$ cat src/rtl/markov_pkg.sv
// Shared types and default sizing for the Markov training sequencer.
package markov_pkg;

    localparam int unsigned SYM_W_DEF = 8;
    localparam int unsigned DEPTH_DEF = 16;
    localparam int unsigned CNT_W_DEF = 8;

    typedef enum logic [2:0] {
        StIdle,
        StWaitSym,
        StScan,
        StInc,
        StAdd,
        StFinish
    } state_e;

    typedef struct packed {
        logic [SYM_W_DEF-1:0] from_sym;
        logic [SYM_W_DEF-1:0] to_sym;
        logic [CNT_W_DEF-1:0] cnt;
    } entry_t;

endpackage

$ cat src/rtl/markov_table.sv
// Transition-list storage: one write port, a scan read port and an external read port.
module markov_table
    import markov_pkg::*;
#(
    parameter int unsigned SYM_W = SYM_W_DEF,
    parameter int unsigned DEPTH = DEPTH_DEF,
    parameter int unsigned CNT_W = CNT_W_DEF
) (
    input  logic                     clk,
    input  logic                     we,
    input  logic [$clog2(DEPTH)-1:0] waddr,
    input  logic [SYM_W-1:0]         wfrom,
    input  logic [SYM_W-1:0]         wto,
    input  logic [CNT_W-1:0]         wcnt,
    input  logic [$clog2(DEPTH)-1:0] scan_idx,
    output logic [SYM_W-1:0]         scan_from,
    output logic [SYM_W-1:0]         scan_to,
    output logic [CNT_W-1:0]         scan_cnt,
    input  logic [$clog2(DEPTH)-1:0] rd_idx,
    output logic [SYM_W-1:0]         rd_from,
    output logic [SYM_W-1:0]         rd_to,
    output logic [CNT_W-1:0]         rd_cnt
);

    logic [SYM_W-1:0] from_mem [DEPTH];
    logic [SYM_W-1:0] to_mem   [DEPTH];
    logic [CNT_W-1:0] cnt_mem  [DEPTH];

    // No reset: entries beyond the valid count are never interpreted.
    always_ff @(posedge clk) begin
        if (we) begin
            from_mem[waddr] <= wfrom;
            to_mem[waddr]   <= wto;
            cnt_mem[waddr]  <= wcnt;
        end
    end

    assign scan_from = from_mem[scan_idx];
    assign scan_to   = to_mem[scan_idx];
    assign scan_cnt  = cnt_mem[scan_idx];

    assign rd_from = from_mem[rd_idx];
    assign rd_to   = to_mem[rd_idx];
    assign rd_cnt  = cnt_mem[rd_idx];

endmodule

$ cat src/rtl/markov_train_ctrl.sv
// Training sequencer: pairs consecutive symbols, scans the list, then counts or appends.
module markov_train_ctrl
    import markov_pkg::*;
#(
    parameter int unsigned SYM_W = SYM_W_DEF,
    parameter int unsigned DEPTH = DEPTH_DEF,
    parameter int unsigned CNT_W = CNT_W_DEF
) (
    input  logic                     clk,
    input  logic                     reset,
    input  logic                     start,
    input  logic                     sym_valid,
    input  logic [SYM_W-1:0]         sym_data,
    input  logic                     sym_last,
    output logic                     sym_ready,
    output logic                     busy,
    output logic                     done,
    output logic                     overflow,
    output logic [$clog2(DEPTH):0]   entries,
    input  logic [$clog2(DEPTH)-1:0] rd_idx,
    output logic [SYM_W-1:0]         rd_from,
    output logic [SYM_W-1:0]         rd_to,
    output logic [CNT_W-1:0]         rd_cnt
);

    localparam int unsigned IW = $clog2(DEPTH);
    localparam int unsigned EW = IW + 1;
    localparam logic [EW-1:0] DEPTH_E = EW'(DEPTH);

    state_e           state_q;
    logic [EW-1:0]    i_q;
    logic [EW-1:0]    entries_q;
    logic [SYM_W-1:0] prev_q;
    logic [SYM_W-1:0] cur_q;
    logic             last_q;
    logic             prev_valid_q;
    logic             overflow_q;
    logic             busy_q;
    logic             done_q;
    logic             ready_q;

    logic [SYM_W-1:0] scan_from;
    logic [SYM_W-1:0] scan_to;
    logic [CNT_W-1:0] scan_cnt;
    logic             scan_hit;
    logic [CNT_W-1:0] cnt_next;

    logic             we;
    logic [IW-1:0]    waddr;
    logic [CNT_W-1:0] wcnt;

    assign scan_hit = (i_q < entries_q) && (scan_from == prev_q) && (scan_to == cur_q);
    assign cnt_next = (scan_cnt == {CNT_W{1'b1}}) ? scan_cnt : scan_cnt + 1'b1;

    always_comb begin
        we    = 1'b0;
        waddr = entries_q[IW-1:0];
        wcnt  = CNT_W'(1);
        if (state_q == StInc) begin
            we    = 1'b1;
            waddr = i_q[IW-1:0];
            wcnt  = cnt_next;
        end else if (state_q == StAdd && entries_q < DEPTH_E) begin
            we = 1'b1;
        end
    end

    always_ff @(posedge clk or negedge reset) begin
        if (!reset) begin
            state_q      <= StIdle;
            i_q          <= '0;
            entries_q    <= '0;
            prev_q       <= '0;
            cur_q        <= '0;
            last_q       <= 1'b0;
            prev_valid_q <= 1'b0;
            overflow_q   <= 1'b0;
            busy_q       <= 1'b0;
            done_q       <= 1'b0;
            ready_q      <= 1'b0;
        end else begin
            unique case (state_q)
                StIdle, StFinish: begin
                    if (start) begin
                        state_q      <= StWaitSym;
                        entries_q    <= '0;
                        overflow_q   <= 1'b0;
                        done_q       <= 1'b0;
                        prev_valid_q <= 1'b0;
                        busy_q       <= 1'b1;
                        ready_q      <= 1'b1;
                    end
                end
                StWaitSym: begin
                    if (sym_valid) begin
                        cur_q  <= sym_data;
                        last_q <= sym_last;
                        if (!prev_valid_q) begin
                            prev_q       <= sym_data;
                            prev_valid_q <= 1'b1;
                            if (sym_last) begin
                                state_q <= StFinish;
                                ready_q <= 1'b0;
                                busy_q  <= 1'b0;
                                done_q  <= 1'b1;
                            end
                        end else begin
                            i_q     <= '0;
                            state_q <= StScan;
                            ready_q <= 1'b0;
                        end
                    end
                end
                StScan: begin
                    if (i_q == entries_q) begin
                        state_q <= StAdd;
                    end else if (scan_hit) begin
                        state_q <= StInc;
                    end else begin
                        i_q <= i_q + 1'b1;
                    end
                end
                StInc, StAdd: begin
                    if (state_q == StAdd) begin
                        if (entries_q < DEPTH_E) begin
                            entries_q <= entries_q + 1'b1;
                        end else begin
                            overflow_q <= 1'b1;
                        end
                    end
                    prev_q <= cur_q;
                    if (last_q) begin
                        state_q <= StFinish;
                        busy_q  <= 1'b0;
                        done_q  <= 1'b1;
                    end else begin
                        state_q <= StWaitSym;
                        ready_q <= 1'b1;
                    end
                end
                default: state_q <= StIdle;
            endcase
        end
    end

    markov_table #(
        .SYM_W(SYM_W),
        .DEPTH(DEPTH),
        .CNT_W(CNT_W)
    ) u_table (
        .clk      (clk),
        .we       (we),
        .waddr    (waddr),
        .wfrom    (prev_q),
        .wto      (cur_q),
        .wcnt     (wcnt),
        .scan_idx (i_q[IW-1:0]),
        .scan_from(scan_from),
        .scan_to  (scan_to),
        .scan_cnt (scan_cnt),
        .rd_idx   (rd_idx),
        .rd_from  (rd_from),
        .rd_to    (rd_to),
        .rd_cnt   (rd_cnt)
    );

    assign sym_ready = ready_q;
    assign busy      = busy_q;
    assign done      = done_q;
    assign overflow  = overflow_q;
    assign entries   = entries_q;

endmodule

$ cat config.mk
export PLATFORM = sky130hd
export DESIGN_NAME = markov_train_ctrl
export DESIGN_NICKNAME = d
export VERILOG_FILES = /design/src/rtl/markov_pkg.sv /design/src/rtl/markov_table.sv /design/src/rtl/markov_train_ctrl.sv
export SDC_FILE = /design/constraint.sdc
export NUM_CORES = 1
export LEC_CHECK = 0
export BUFFER_PORTS_ARGS = -buffer_cell sky130_fd_sc_hd__clkbuf_2
export CELL_PAD_IN_SITES_DETAIL_PLACEMENT = 2
export CELL_PAD_IN_SITES_GLOBAL_PLACEMENT = 2
export CORE_ASPECT_RATIO = 0.7
export CORE_MARGIN = 1
export CORE_UTILIZATION = 49
export DETAILED_ROUTE_END_ITERATION = 7
export GPL_TIMING_DRIVEN = 0
export PLACE_DENSITY = 0.85
export REMOVE_ABC_BUFFERS = 1
export SETUP_SLACK_MARGIN = 0.05
export SLEW_MARGIN = 20
export SYNTH_ARGS = -nofsm -noshare
export SYNTH_HDL_FRONTEND = slang
export SYNTH_HIERARCHICAL = 1
export SYNTH_SLANG_ARGS = --single-unit
$ cat constraint.sdc
create_clock -name clk -period 4.6 [get_ports clk]
set_input_delay 0.46 -clock clk [delete_from_list [all_inputs] [get_ports clk]]
set_output_delay 0.46 -clock clk [all_outputs]
set_load 0.01 [all_outputs]
== Word level (Yosys, flattened, before mapping) ==
Memories as Yosys holds them, arrays and structs flattened.
Index checks and enable logic that the tools add are counted.

* Bits in registers: 35
* Memory bits (writable): 384
* Output and inout port bits: 33
* Word-level logic and storage cells: 110
* Memories kept: 3

* $add $sub $neg: 3
* Order comparisons: 2
* Equality and inequality tests: 23
* Multiplexer cells: 48
* Reduce and logical (&&, ||, !) cells: 20

{| class="wikitable"
|+ Memories
! memory !! depth !! bits a word !! read ports !! clocked after Yosys merged registers in !! wr ports !! line !! source
|-
| u_table.cnt_mem || 16 || 8 || 2 || 0 || 1 || markov_table.sv:27 || <nowiki>logic [CNT_W-1:0] cnt_mem [DEPTH];</nowiki>
|-
| u_table.from_mem || 16 || 8 || 2 || 0 || 1 || markov_table.sv:25 || <nowiki>logic [SYM_W-1:0] from_mem [DEPTH];</nowiki>
|-
| u_table.to_mem || 16 || 8 || 2 || 0 || 1 || markov_table.sv:26 || <nowiki>logic [SYM_W-1:0] to_mem [DEPTH];</nowiki>
|}

{| class="wikitable"
|+ Operators by type and width
! kind !! number
|-
| 5-bit 2-to-1 mux || 7
|-
| 8-bit 2-to-1 mux || 4
|-
| 2-bit inequality test, second input constant || 12
|-
| 3-bit 2-to-1 mux || 7
|-
| 1-bit 2-to-1 mux || 20
|-
| 5-bit case mux with 2 select lines || 2
|-
| 8-bit == test || 2
|-
| 8-bit case mux with 2 select lines || 1
|-
| 3-bit case mux with 4 select lines || 1
|-
| 4-bit AND reduction || 3
|-
| 5-bit by 1-bit adder with 5-bit output, second input constant || 2
|-
| 5-bit AND reduction || 2
|-
| 1-bit case mux with 3 select lines || 3
|-
| 8-bit by 1-bit adder with 8-bit output, second input constant || 1
|-
| 8-bit == test, second input constant || 1
|-
| 2-bit nonzero test || 4
|-
| 3-bit by 2-bit == test with 1-bit output, second input constant || 2
|-
| 3-bit == test, second input constant || 2
|-
| 3-bit inequality test, second input constant || 2
|-
| 3-bit AND reduction || 2
|-
| 6-bit AND reduction || 1
|-
| 5-bit == test || 1
|-
| 5-bit < comparator || 1
|-
| 5-bit < comparator, second input constant || 1
|-
| 8 further kinds || 12
|}

== Logic depth before layout (Yosys ltp) ==
Gate-level depths: netlist of the first run.
An unclocked memory read counts as a cell.

* Depth after elaboration: 7
* Mapped depth: 12

== Modules after synthesis ==
The synthesis of the first run kept the hierarchy.

{| class="wikitable"
|+ By module, submodules not included
! module !! times used !! cells each !! area each (um^2)
|-
| markov_table || 1 || 817 || 17260.3
|-
| markov_train_ctrl || 1 || 252 || 2267.2
|}

== Worst setup path before layout of the first run ==
No wires, ideal clock.

* Path kind: register to register
* Start point: reg state_q[2]
* End point: mem u_table/cnt_mem[0][0] in the netlist's numbering, enable pin
* Arrival: 3.403 ns
* Required time: 4.165 ns
* Setup slack: 0.762 ns
* Stages on the path, launching flop included: 8
* Clock period less this slack: 3.838 ns
* Path through: dfrtp_1 > buf_4 > nor2b_1 > and2_1 > buf_2 > o21ai_0 > or3b_2 > nor3_1

* Elaborated cells between the ends (all ways): 8
* Those cells by class: eq/ne (2); mux (5); reduce/logical (1)

{| class="wikitable"
|+ RTL lines
! element !! line !! source
|-
| start, declared || markov_train_ctrl.sv:30 || <nowiki>state_e state_q;</nowiki>
|-
| start signal, assigned || markov_train_ctrl.sv:70 || <nowiki>state_q <= StIdle;</nowiki>
|-
| start signal, assigned || markov_train_ctrl.sv:85 || <nowiki>state_q <= StWaitSym;</nowiki>
|-
| start signal, assigned || markov_train_ctrl.sv:102 || <nowiki>state_q <= StFinish;</nowiki>
|-
| 3-bit by 2-bit == test with 1-bit output || markov_train_ctrl.sv:59 || <nowiki>if (state_q == StInc) begin</nowiki>
|-
| 4-bit 2-to-1 mux || markov_train_ctrl.sv:59 ||
|-
| named net waddr[3] || markov_train_ctrl.sv:49 || <nowiki>logic [IW-1:0] waddr;</nowiki>
|-
| end, declared || markov_table.sv:27 ||
|}

The timed path passes the listed nets, and every way through them passes these cells.

== Final worst setup path of the first run ==
* Start point: reg state_q[2]
* End point: mem u_table/cnt_mem[0][4] in the netlist's numbering, enable pin

Same word-level chain as after synthesis.

==> impl_metrics.sql, run 1 <==
INSERT INTO impl_metrics (metric_group, metric, value, unit) VALUES
('outcome', 'outcome', 'finished clean', ''),
('worst_setup_path', 'crit-reg2reg-launch', 'state_q[2]', ''),
('timing', 'layout_min_cycle_time', '4360', 'ps'),
('clocking', 'inserted_clock_buffers', '42', ''),
('floorplanning', 'ios', '50', ''),
('clocking', 'cts.sinks', '419', ''),
('clocking', 'cts_buffer_depth', '3', ''),
('synth', 'async_reset_ff_share', '8.35', '%'),
('timing', 'fin_hold_ws', '64.7', 'ps'),
('final_layout', 'final.fill_count', '3199', ''),
('final_layout', 'layout_overhead_on_the_synthesized_area', '14.8', '%'),
('worst_setup_path', 'setup.worst_path.end_class', 'flop', ''),
('drt', 'antenna_viol_nets_final', '0', ''),
('clocking', 'cts_hold_buffers', '0', ''),
('timing', 'max_freq', '230', 'MHz'),
('pwr', 'total_power_divided_by_cell_area', '567', 'nW/um^2'),
('timing', 'slew_violations', '0', ''),
('worst_setup_path', 'cp.required', '4860', 'ps'),
('worst_setup_path', 'setup.worst_path.start_class', 'flop', ''),
('final_layout', 'postLayoutCoreUtil', '57.7', '%'),
('global_route', 'antenna_found_initial', '1', ''),
('synth', 'synth-main-ff-cell', 'edfxtp_1', ''),
('clocking', 'clock_tree.root_cell', 'clkbuf_16', ''),
('synth', 'synth-warning-count', '6', ''),
('global_route', 'first_global_vias', '13000', ''),
('floorplanning', 'floorplan.die.width', '241', 'um'),
('final_layout', 'area.sequential', '12400', 'sq um'),
('timing', 'finalSetupTns', '0', 'ps'),
('timing', 'timing.max_slew.rel_slack', '29.0', '%'),
('run', 'maxCapViolCount', '0', ''),
('drt', 'routed_length_per_placed_instance', '37.8', 'um'),
('clocking', 'clock_insertion_delay_worst_skew', '570', 'ps'),
('timing', 'hold_violations', '0', ''),
('final_layout', 'finalNonFillerCells', '1692', ''),
('drt', 'detail_route.drc_violations', '0', ''),
('drt', 'detail_route.iter0.violations', '1261', ''),
('worst_setup_path', 'crit_start', 'state_q[2]', ''),
('place', 'placed_area', '21100', 'sq um'),
('floorplanning', 'floorplan.die_area', '40700', 'sq um'),
('place', 'port_buffers', '49', ''),
('synth', 'sequential_area_share_after_synthesis', '63.5', '%'),
('synth', 'post_synth_inst_count', '1069', ''),
('final_layout', 'multi_input_area', '6870', 'sq um'),
('clocking', 'worst_setup_hold_path_clk_slew', '60', 'ps'),
('global_route', 'gr-total-overflow', '0', ''),
('clocking', 'clock_tree_from_tritoncts', 'yes', ''),
('worst_setup_path', 'critical_path_class', 'flop to flop', ''),
('final_layout', 'finalNetCount', '1157', ''),
('drt', 'routed-via-count', '11900', ''),
('timing', 'rsz_0062_raised_after_global_routing', 'false', ''),
('drt', 'firstDrtPassIters', '5', ''),
('timing', 'setup_viol', '0', ''),
('place', 'dpl.hpwl', '40.7', 'mm'),
('place', 'gp_congestion', '0.759', ''),
('place', 'placed_cells', '1615', ''),
('drt', 'wl', '64.0', 'mm'),
('synth', 'synth.distinct_cells', '48', ''),
('worst_hold_path', 'worst_hold_path_class', 'primary input to async pin', ''),
('pwr', 'worst_vdd_ir', '0.424', 'mV'),
('floorplanning', 'initial_core_util', '50.3', '%'),
('final_layout', 'drive_gt1_share', '33.5', '%'),
('timing', 'period_share', '94.7', '%'),
('floorplanning', 'floorplan.core_area', '38800', 'sq um'),
('floorplanning', 'fp-row-count', '60', ''),
('global_route', 'groute.usage.overall', '32.7', '%'),
('global_route', 'maximum_number_of_pins_on_one_net_before_global_route_repair', '66', ''),
('synth', 'synth_enable_flop_cells', '384', ''),
('clocking', 'post_cts.repair.setup_buffers', '0', ''),
('timing', 'final.setup.worst_slack', '245', 'ps'),
('worst_setup_path', 'cp_data_arrival_time', '4610', 'ps'),
('final_layout', 'diodes', '0', ''),
('synth', 'syn_area_per_cell', '18.3', 'sq um'),
('global_route', 'grt_pass1_wl', '92.8', 'mm'),
('synth', 'netlist_area', '19500', 'sq um'),
('clocking', 'cts_htree_levels', '2', ''),
('pwr', 'total_power', '12.7', 'mW'),
('place', 'place_worst_setup_slack', '159', 'ps'),
('worst_setup_path', 'r2r_setup_slack', '240', 'ps'),
('drt', 'average_vias_per_placed_instance', '7.01', ''),
('timing', 'skew', '25.1', 'ps'),
('timing', 'timing_worst_slew_pin_value', '1070', 'ps'),
('synth', 'synth-seq-cells', '419', ''),
('worst_setup_path', 'worstPathMaxFanout', '18', ''),
('pwr', 'power.static_leakage', '7.25', 'nW'),
('floorplanning', 'die_y', '169', 'um'),
('final_layout', 'post_route_design_area', '22400', 'sq um');
==> synth_stat cells (all sizes together) (8+ instances only) <==
cell type	number	area (sq um)
a21oi	19	103
a22oi	96	721
buf	38	258
clkbuf	36	135
dfrtp	35	876
edfxtp	384	11500
ha	8	100
inv	15	56.3
mux2	9	101
mux2i	9	90.1
mux4	192	4320
nand2	69	259
nand3	15	75.1
nor2	33	126
nor2b	9	56.3
nor3	10	61.3
o21ai	19	95.1
xor2	15	131
==> sequential cells by signal (all words and copies together) (netlist names), 3 cells and up <==
signal,flops
u_table/cnt_mem,128
u_table/from_mem,128
prev_q,8
state_q,3
u_table/to_mem,128
cur_q,8
entries,5
i_q,5
==> final timing paths <==
check / to / depth (start not counted)
max in group asynchronous: i_q[0] / 1
setup / recovery: u_table/cnt_mem[0][4] / 7
setup reg to reg: u_table/cnt_mem[0][4] / 7
hold / removal: i_q[1] / 1
min in group clk: cur_q[2] / 2
hold reg to reg: done / 2
==> power breakdown <==
| group | switching (mW) | leakage [nW] | total (mW) | internal [mW] |
|---|---|---|---|---|
| clock | 1.48 | 0.640 | 3.40 | 1.92 |
| sequential | 0.661 | 3.88 | 5.47 | 4.81 |
| combinational | 2.29 | 2.73 | 3.83 | 1.54 |
==> critical path, cell delays in order (launching register included) <==
cell and delay (ps):
dfrtp_1 660, nor2b_1 630, and2_1 690, o21ai_0 370
or3b_2 660, nor3_2 520, buf_4 290, buf_4 200
==> layer usage <==
metal  global-route usage [%]  vias to the layer above  wire, um
li1                         -                     4629         -
met1                     42.3                     6467     24300
met2                     56.2                      601     32800
met3                     5.40                      161      4450
met4                     11.6                        2      2460
met5                        0                        -         8
==> layout by cell type, fill, tap and decap left out, types with 5 or more instances in the layout <==
master / synthesis / final
nand2_1: 69 / 69
a22oi_1: 96 / 96
o21ai_0: 16 / 14
xnor2_1: 5 / 5
nor3_1: 9 / 5
and3_1: 5 / 5
nor2_4: 0 / 14
ha_1: 8 / 8
mux2_2: 9 / 9
o21ai_1: 3 / 5
dfrtp_1: 35 / 33
nand3_1: 15 / 15
clkbuf_2: 0 / 47
nor2_1: 32 / 16
clkbuf_16: 0 / 46
buf_12: 0 / 9
mux2i_1: 9 / 9
nor2b_1: 9 / 5
buf_4: 2 / 14
buf_16: 0 / 19
a21oi_1: 17 / 15
nand2b_1: 6 / 6
xor2_1: 15 / 15
clkbuf_1: 36 / 22
edfxtp_1: 384 / 384
mux4_2: 192 / 192
inv_1: 14 / 14
==> cell families after synthesis <==
kind of cell / share of synthesized area (%)
flip-flops: 63.5
AO/OA/AOI/OAI: 5.63
buffers and inverters: 2.30
AND/OR/NAND/NOR: 4.00
adder cells (fa/ha/maj): 0.513
multiplexers: 23.1
XOR/XNOR: 0.897
==> layout make-up <==
class / instances / area share (%)
Clock buffer: 70 / 5.63
Clock inverter: 7 / 0.257
Inverter: 15 / 0.251
Multi-Input combinational cell: 561 / 30.6
Sequential cell: 419 / 55.4
Tap cell: 527 / 2.94
Timing Repair Buffer: 93 / 4.90
==> what timing repair did <==
| item | 4_1_cts | 5_1_grt |
|---|---|---|
| gates cloned | 0 | 0 |
| gates resized for setup | 1 | 1 |
| setup endpoints to repair | 6 | 10 |
(Power assumes the default switching activity.)
==> run 2: changes to the inputs <==
- ABC_AREA: default -> 1
- CORE_UTILIZATION: 49 -> 39
- PLACE_DENSITY: 0.85 -> 0.86
==> run 2 against run 1 <==
- clock skew is 5.0 ps lower
- cell count is 110% higher
- synthesized area is 16% higher
- first-iteration DRC count rose by 28%
- core utilization down 12 points
- non-clock buffer count increased by 27
- die area is 46% higher
- setup slack lost 19 ps
- critical endpoint is now u_table/cnt_mem[6][2]
- largest cell class unchanged
==> impl_metrics.sql, run 2 <==
INSERT INTO impl_metrics (metric_group, metric, value, unit) VALUES
('clocking', 'clock_insertion_delay_worst_skew', '590', 'ps'),
('final_layout', 'layout_overhead_on_the_synthesized_area', '13.8', '%'),
('final_layout', 'finalNetCount', '2838', ''),
('place', 'place_worst_setup_slack', '-278', 'ps'),
('clocking', 'clock_tree_from_tritoncts', 'yes', ''),
('pwr', 'power.net_switching', '5.13', 'mW'),
('synth', 'synthMostInstantiatedCell', 'nand2_1', ''),
('synth', 'synth_common_cells', 'nand2_1, nand3_1, inv_1', ''),
('synth', 'synth-main-ff-cell', 'edfxtp_1', ''),
('synth', 'post_synth_inst_count', '2806', ''),
('synth', 'netlist_area', '22700', 'sq um'),
('timing', 'max_freq', '229', 'MHz'),
('final_layout', 'final_cell_mix', 'nand2_1, nand3_1, inv_1', ''),
('floorplanning', 'fp-row-count', '73', ''),
('outcome', 'outcome', 'finished clean', ''),
('final_layout', 'finalNonFillerCells', '3598', ''),
('timing', 'finalSetupTns', '0', 'ps'),
('synth', 'synth_largest_type_area_fraction', '50.7', '%'),
('worst_setup_path', 'worstReg2RegEnd', 'u_table/cnt_mem[6][2]', ''),
('timing', 'period_share', '95.1', '%'),
('synth', 'async_reset_ff_share', '8.35', '%'),
('worst_setup_path', 'cp_data_arrival_time', '4690', 'ps'),
('drt', 'wl', '98.3', 'mm'),
('synth', 'syn_area_per_cell', '8.11', 'sq um'),
('pwr', 'p_seq_share', '41.4', '%'),
('synth', 'sequential_area_share_after_synthesis', '54.5', '%'),
('pwr', 'sw_frac_of_total', '39.1', '%'),
('final_layout', 'final.fill_count', '6335', ''),
('worst_setup_path', 'crit-reg2reg-launch', 'i_q[1]', ''),
('final_layout', 'biggestRegsByFlops', 'u_table/cnt_mem (128), u_table/from_mem (128), u_table/to_mem (128)', ''),
('timing', 'hold_violations', '0', ''),
('final_layout', 'layout.cells.most_common', 'nand2_1', ''),
('floorplanning', 'floorplan.die.width', '291', 'um'),
('drt', 'routed-via-count', '21000', ''),
('worst_setup_path', 'setup.worst_path.end_class', 'flop', ''),
('timing', 'setup_viol', '0', ''),
('clocking', 'cts_hold_buffers', '0', ''),
('worst_setup_path', 'ff2ff_path_depth', '14', ''),
('timing', 'layout_min_cycle_time', '4370', 'ps'),
('final_layout', 'area.sequential', '12400', 'sq um'),
('pwr', 'worst_vdd_ir', '0.276', 'mV'),
('floorplanning', 'ios', '50', ''),
('clocking', 'inserted_clock_buffers', '46', ''),
('floorplanning', 'initial_core_util', '39.8', '%'),
('pwr', 'clock_network_fraction_of_design_power', '27.7', '%'),
('floorplanning', 'floorplan.core_area', '57200', 'sq um'),
('pwr', 'combinationalPowerShare', '30.9', '%'),
('global_route', 'first_global_vias', '23100', ''),
('drt', 'firstDrtPassIters', '5', ''),
('clocking', 'worst_setup_hold_path_clk_slew', '60', 'ps'),
('synth', 'synth_enable_flop_cells', '384', ''),
('timing', 'timing_worst_slew_pin_value', '999', 'ps'),
('final_layout', 'multi_input_area', '7970', 'sq um'),
('worst_setup_path', 'r2r_setup_slack', '230', 'ps'),
('global_route', 'maximum_number_of_pins_on_one_net_before_global_route_repair', '110', ''),
('floorplanning', 'floorplan.die_area', '59300', 'sq um'),
('worst_setup_path', 'cp.required', '4910', 'ps'),
('drt', 'antenna_viol_nets_final', '0', ''),
('worst_setup_path', 'critical_path_class', 'flop to flop', ''),
('worst_setup_path', 'crit_start', 'i_q[1]', ''),
('clocking', 'clock_tree.root_cell', 'clkbuf_16', ''),
('timing', 'fin_hold_ws', '30.2', 'ps'),
('global_route', 'gr-total-overflow', '0', ''),
('pwr', 'total_power_divided_by_cell_area', '506', 'nW/um^2'),
('timing', 'timing.max_slew.rel_slack', '33.4', '%'),
('synth', 'synth.area.top_cells', 'edfxtp_1, nand2_1, nand3_1', ''),
('synth', 'synth-seq-cells', '419', ''),
('drt', 'detail_route.iter0.violations', '1617', ''),
('worst_setup_path', 'endpoint', 'u_table/cnt_mem[6][2]', ''),
('floorplanning', 'die_y', '204', 'um'),
('final_layout', 'drive_gt1_share', '7.94', '%'),
('timing', 'slew_violations', '0', ''),
('place', 'gp_congestion', '0.801', ''),
('drt', 'routed_length_per_placed_instance', '27.3', 'um'),
('final_layout', 'diodes', '0', ''),
('global_route', 'groute.usage.overall', '32.9', '%'),
('pwr', 'power.static_leakage', '11.6', 'nW'),
('clocking', 'cts_buffer_depth', '3', ''),
('global_route', 'grt_pass1_wl', '146', 'mm'),
('run', 'maxCapViolCount', '0', ''),
('synth', 'synth-warning-count', '6', ''),
('worst_setup_path', 'setup.worst_path.start_class', 'flop', ''),
('clocking', 'cts_htree_levels', '2', ''),
('worst_hold_path', 'worst_hold_path_class', 'primary input to async pin', ''),
('timing', 'final.setup.worst_slack', '226', 'ps'),
('clocking', 'cts.sinks', '419', ''),
('worst_setup_path', 'worstPathMaxFanout', '54', ''),
('place', 'port_buffers', '49', ''),
('pwr', 'intPower', '7.98', 'mW'),
('synth', 'post-synth-top-area-cell', 'edfxtp_1', ''),
('timing', 'rsz_0062_raised_after_global_routing', 'false', ''),
('global_route', 'antenna_found_initial', '0', ''),
('synth', 'synth.distinct_cells', '35', ''),
('drt', 'average_vias_per_placed_instance', '5.84', ''),
('drt', 'detail_route.drc_violations', '0', ''),
('place', 'dpl.hpwl', '61.8', 'mm'),
('place', 'placed_cells', '3514', ''),
('timing', 'skew', '20.2', 'ps');
==> run 2: cell types whose count changed in the layout (fill, tap and decap cells not counted), moves of 10 or more <==
cell      before  now
nor2_1        16   36
buf_6          1   11
nand2_1       69  935
nand3_1       15  691
clkbuf_1      22   12
mux4_2       192    0
buf_4         14   27
o21ai_0       14   26
clkinv_1       2   14
a22oi_1       96    0
inv_1         14  441
==> run 2: layout make-up <==
class | count | area share, %
well taps | 750 | 3.63
clock inverters | 19 | 0.401
repair buffers | 120 | 5.36
multi-input cells | 1771 | 30.8
flip-flops and latches | 419 | 48.0
clock buffers | 64 | 5.07
inverters | 455 | 6.75
==> run 2: worst min path at each step <==
stage                     slack, ps       from         to  cells after the start
after floorplan                 160      reset       busy                      0
after global placement          480       busy       busy                      1
after detailed placement        490  sym_ready  sym_ready                      2
after CTS                        80      reset     i_q[4]                      1
after global routing             70      reset     last_q                      1
final                            30      reset       busy                      1
==> run 2: critical path, stage by stage (launching register included) <==
cell and delay, ps:
dfrtp_4 750, buf_12 310, inv_8 300, buf_16 330, nand3_1 150, nand3_1 140
nand3_1 110, nand2_1 180, ha_1 200, nand2_1 120, nor3_1 350, nand3_1 300
inv_1 210, o21ai_0 160, inv_1 420
==> run 2: routing by layer <==
layer  wire (um)  share of wire, %  track usage (%)
met2       47800                49             56.8
met5           0                 0                0
met1       40300                41             42.1
met3        6610               6.7             4.44
met4        3590               3.7             12.8
==> run 2: what timing repair did <==
action / 4_1_cts / 5_1_grt
setup buffers: 0 / 1
gates resized for setup: 3 / 7
setup endpoints to repair: 48 / 96
==> run 2: power by group through the flow <==
stage	Combinational, mW	Clock [mW]	Sequential (mW)
finish	4.05	3.63	5.42
global route	4.33	3.79	5.46
CTS	3.95	3.67	5.42
detailed placement	3.85	0	5.49
global placement	3.21	0	5.65
floorplan	2.21	0	5.35
==> run 2: cell families (layout without fill, tap and decap cells) <==
logic type,after synthesis,in the layout,synth area share (%)
AND/OR/NAND/NOR,1701,1701,32.2
flip-flops,419,419,54.5
buffers and inverters,616,658,11.0
AO/OA/AOI/OAI,54,54,1.49
XOR/XNOR,8,8,0.308
adder cells (fa/ha/maj),8,8,0.440
==> run 2: metrics by stage <==
step	power [mW]	util [%]	cell area, sq um
floorplan	7.56	-	22000
global placement	8.86	40.5	23100
detailed placement	9.34	42.7	24400
CTS	13.0	45.2	25800
global route	13.6	45.3	25900
finish	13.1	45.3	25900
==> run 3: changes to the inputs <==
- PLACE_DENSITY: 0.86 -> 0.8
==> run 3 against run 2 <==
- wire length is 3.3% lower
- core utilization grew 0.46 points
- setup slack worse by 79 ps
- fmax decreased by 1.8%
- die area is the same
- clock power grew 6.6%
- design area grew 1.0%
- sequential cell count is the same
- critical path type unchanged
- cell count is 0.22% higher
- hold slack better by 26 ps
- power increased by 2.0%
==> impl_metrics.sql, run 3 (same netlist as run 2, synthesis figures left out) <==
INSERT INTO impl_metrics (metric_group, metric, value, unit) VALUES
('worst_hold_path', 'worst_hold_path_class', 'primary input to async pin', ''),
('clocking', 'cts.sinks', '419', ''),
('timing', 'timing.max_slew.rel_slack', '30.3', '%'),
('place', 'port_buffers', '49', ''),
('clocking', 'cts_buffer_depth', '3', ''),
('worst_setup_path', 'cp_data_arrival_time', '4770', 'ps'),
('final_layout', 'finalNetCount', '2843', ''),
('timing', 'period_share', '96.8', '%'),
('clocking', 'worst_setup_hold_path_clk_slew', '60', 'ps'),
('worst_setup_path', 'worstPathMaxFanout', '50', ''),
('final_layout', 'finalNonFillerCells', '3606', ''),
('worst_setup_path', 'cp.required', '4920', 'ps'),
('final_layout', 'layout.cells.most_common', 'nand2_1', ''),
('floorplanning', 'initial_core_util', '39.8', '%'),
('clocking', 'clock_insertion_delay_worst_skew', '590', 'ps'),
('timing', 'max_freq', '225', 'MHz'),
('worst_setup_path', 'critical_path_class', 'flop to flop', ''),
('timing', 'slew_violations', '0', ''),
('timing', 'hold_violations', '0', ''),
('drt', 'routed_length_per_placed_instance', '26.4', 'um'),
('worst_setup_path', 'setup.worst_path.start_class', 'flop', ''),
('global_route', 'maximum_number_of_pins_on_one_net_before_global_route_repair', '108', ''),
('floorplanning', 'fp-row-count', '73', ''),
('global_route', 'first_global_vias', '22800', ''),
('worst_setup_path', 'setup.worst_path.end_class', 'flop', ''),
('place', 'gp_congestion', '0.768', ''),
('run', 'maxCapViolCount', '0', ''),
('outcome', 'outcome', 'finished clean', ''),
('final_layout', 'layout_overhead_on_the_synthesized_area', '14.9', '%'),
('floorplanning', 'floorplan.die_area', '59300', 'sq um'),
('final_layout', 'post_route_design_area', '26100', 'sq um'),
('final_layout', 'final.fill_count', '6252', ''),
('place', 'placed_area', '24500', 'sq um'),
('global_route', 'gr-total-overflow', '0', ''),
('timing', 'setup_viol', '0', ''),
('pwr', 'power.static_leakage', '11.7', 'nW'),
('drt', 'wl', '95.1', 'mm'),
('global_route', 'groute.usage.overall', '32.1', '%'),
('global_route', 'antenna_found_initial', '0', ''),
('pwr', 'worst_vdd_ir', '0.389', 'mV'),
('clocking', 'clock_tree.root_cell', 'clkbuf_16', ''),
('clocking', 'inserted_clock_buffers', '46', ''),
('final_layout', 'biggestRegsByFlops', 'u_table/cnt_mem (128), u_table/from_mem (128), u_table/to_mem (128)', ''),
('drt', 'average_vias_per_placed_instance', '5.69', ''),
('drt', 'detail_route.iter0.violations', '1388', ''),
('floorplanning', 'floorplan.core_area', '57200', 'sq um'),
('floorplanning', 'ios', '50', ''),
('place', 'placed_cells', '3513', ''),
('timing', 'skew', '15.5', 'ps'),
('drt', 'routed-via-count', '20500', ''),
('timing', 'layout_min_cycle_time', '4450', 'ps'),
('drt', 'detail_route.drc_violations', '0', ''),
('clocking', 'clock_tree_from_tritoncts', 'yes', ''),
('final_layout', 'drive_gt1_share', '8.41', '%'),
('drt', 'antenna_viol_nets_final', '0', ''),
('floorplanning', 'floorplan.die.width', '291', 'um'),
('final_layout', 'final_cell_mix', 'nand2_1, nand3_1, inv_1', ''),
('timing', 'timing_worst_slew_pin_value', '1050', 'ps'),
('floorplanning', 'die_y', '204', 'um'),
('timing', 'rsz_0062_raised_after_global_routing', 'false', ''),
('drt', 'firstDrtPassIters', '7', ''),
('clocking', 'cts_htree_levels', '2', ''),
('global_route', 'grt_pass1_wl', '143', 'mm'),
('place', 'dpl.hpwl', '58.6', 'mm'),
('pwr', 'total_power_divided_by_cell_area', '512', 'nW/um^2');
==> run 3: cell count changes in the layout (fill, tap and decap cells not counted), moves of 2 or more <==
cell       delta
clkinv_2      +3
buf_12        +2
buf_6         -3
buf_16        +5
inv_6         +2
bufinv_16     +5
diode_2       +2
clkinv_1      -5
==> run 3: cell type report <==
cell class                 instances  area [sq um]  area share (%)
multi-input combinational       1771          7980            30.5
timing repair buffer             125          1550            5.92
clock inverter                    24           267            1.02
sequential                       419         12400            47.5
inverter                         455          1750            6.68
tap                              750           938            3.59
antenna                            2          5.00          0.0191
clock buffer                      60          1240            4.76
==> run 3: through the flow <==
stage | hold WS [ps] | power [mW] | util [%] | TNS, ps | setup WS, ps
3_5_place_dp | 502 | 9.31 | 42.8 | -49750 | -741
2_1_floorplan | 164 | 7.56 | - | -695730 | -3410
5_1_grt | 104 | 13.9 | 45.7 | 0 | 66.0
6_report | 56.6 | 13.4 | 45.7 | 0 | 147
3_3_place_gp | 468 | 8.88 | 40.5 | -4223140 | -12460
4_1_cts | 98.5 | 13.3 | 45.6 | 0 | 147
==> run 3: worst max-delay path: stages (launching register included) <==
cell and delay (ps):
dfrtp_4 710, buf_12 270, inv_6 420, buf_16 340, nand3_1 140, nand3_1 120
nand3_1 90, nand2_1 200, ha_1 230, nand2_1 130, nor3_1 390, nand3_1 320
nand3_1 180, nand2_1 130, inv_1 420
==> run 3: repair_timing <==
action,CTS,global route
hold endpoints to repair,0,0
gates cloned,0,1
endpoints found under the setup margin,128,80
pin swaps,1,0
resized for setup,10,1
hold buffers,0,0
setup buffers,5,1
==> run 3: power breakdown <==
part	switching [mW]	internal, mW
clock network	1.63	2.24
logic	2.99	1.15
registers	0.505	4.86
==> run 3: worst paths after layout <==
check / start / end / slack [ps] / cells after the start
max: i_q[1] / u_table/cnt_mem[14][7] / 150 / 14
min: reset / prev_q[0] / 60 / 1
max reg2reg: i_q[1] / u_table/cnt_mem[14][7] / 150 / 14
min reg2reg: sym_ready / sym_ready / 540 / 2
max in group asynchronous: reset / i_q[1] / 3780 / 1
min in group clk: sym_data[6] / cur_q[6] / 150 / 3
==> run 3: layer usage <==
| metal | share of wire [%] | track usage (%) |
|---|---|---|
| met2 | 50 | 57.7 |
| met1 | 42 | 40.1 |
| met3 | 4.9 | 3.61 |
| met4 | 3.4 | 11.1 |
| met5 | 0 | 0 |
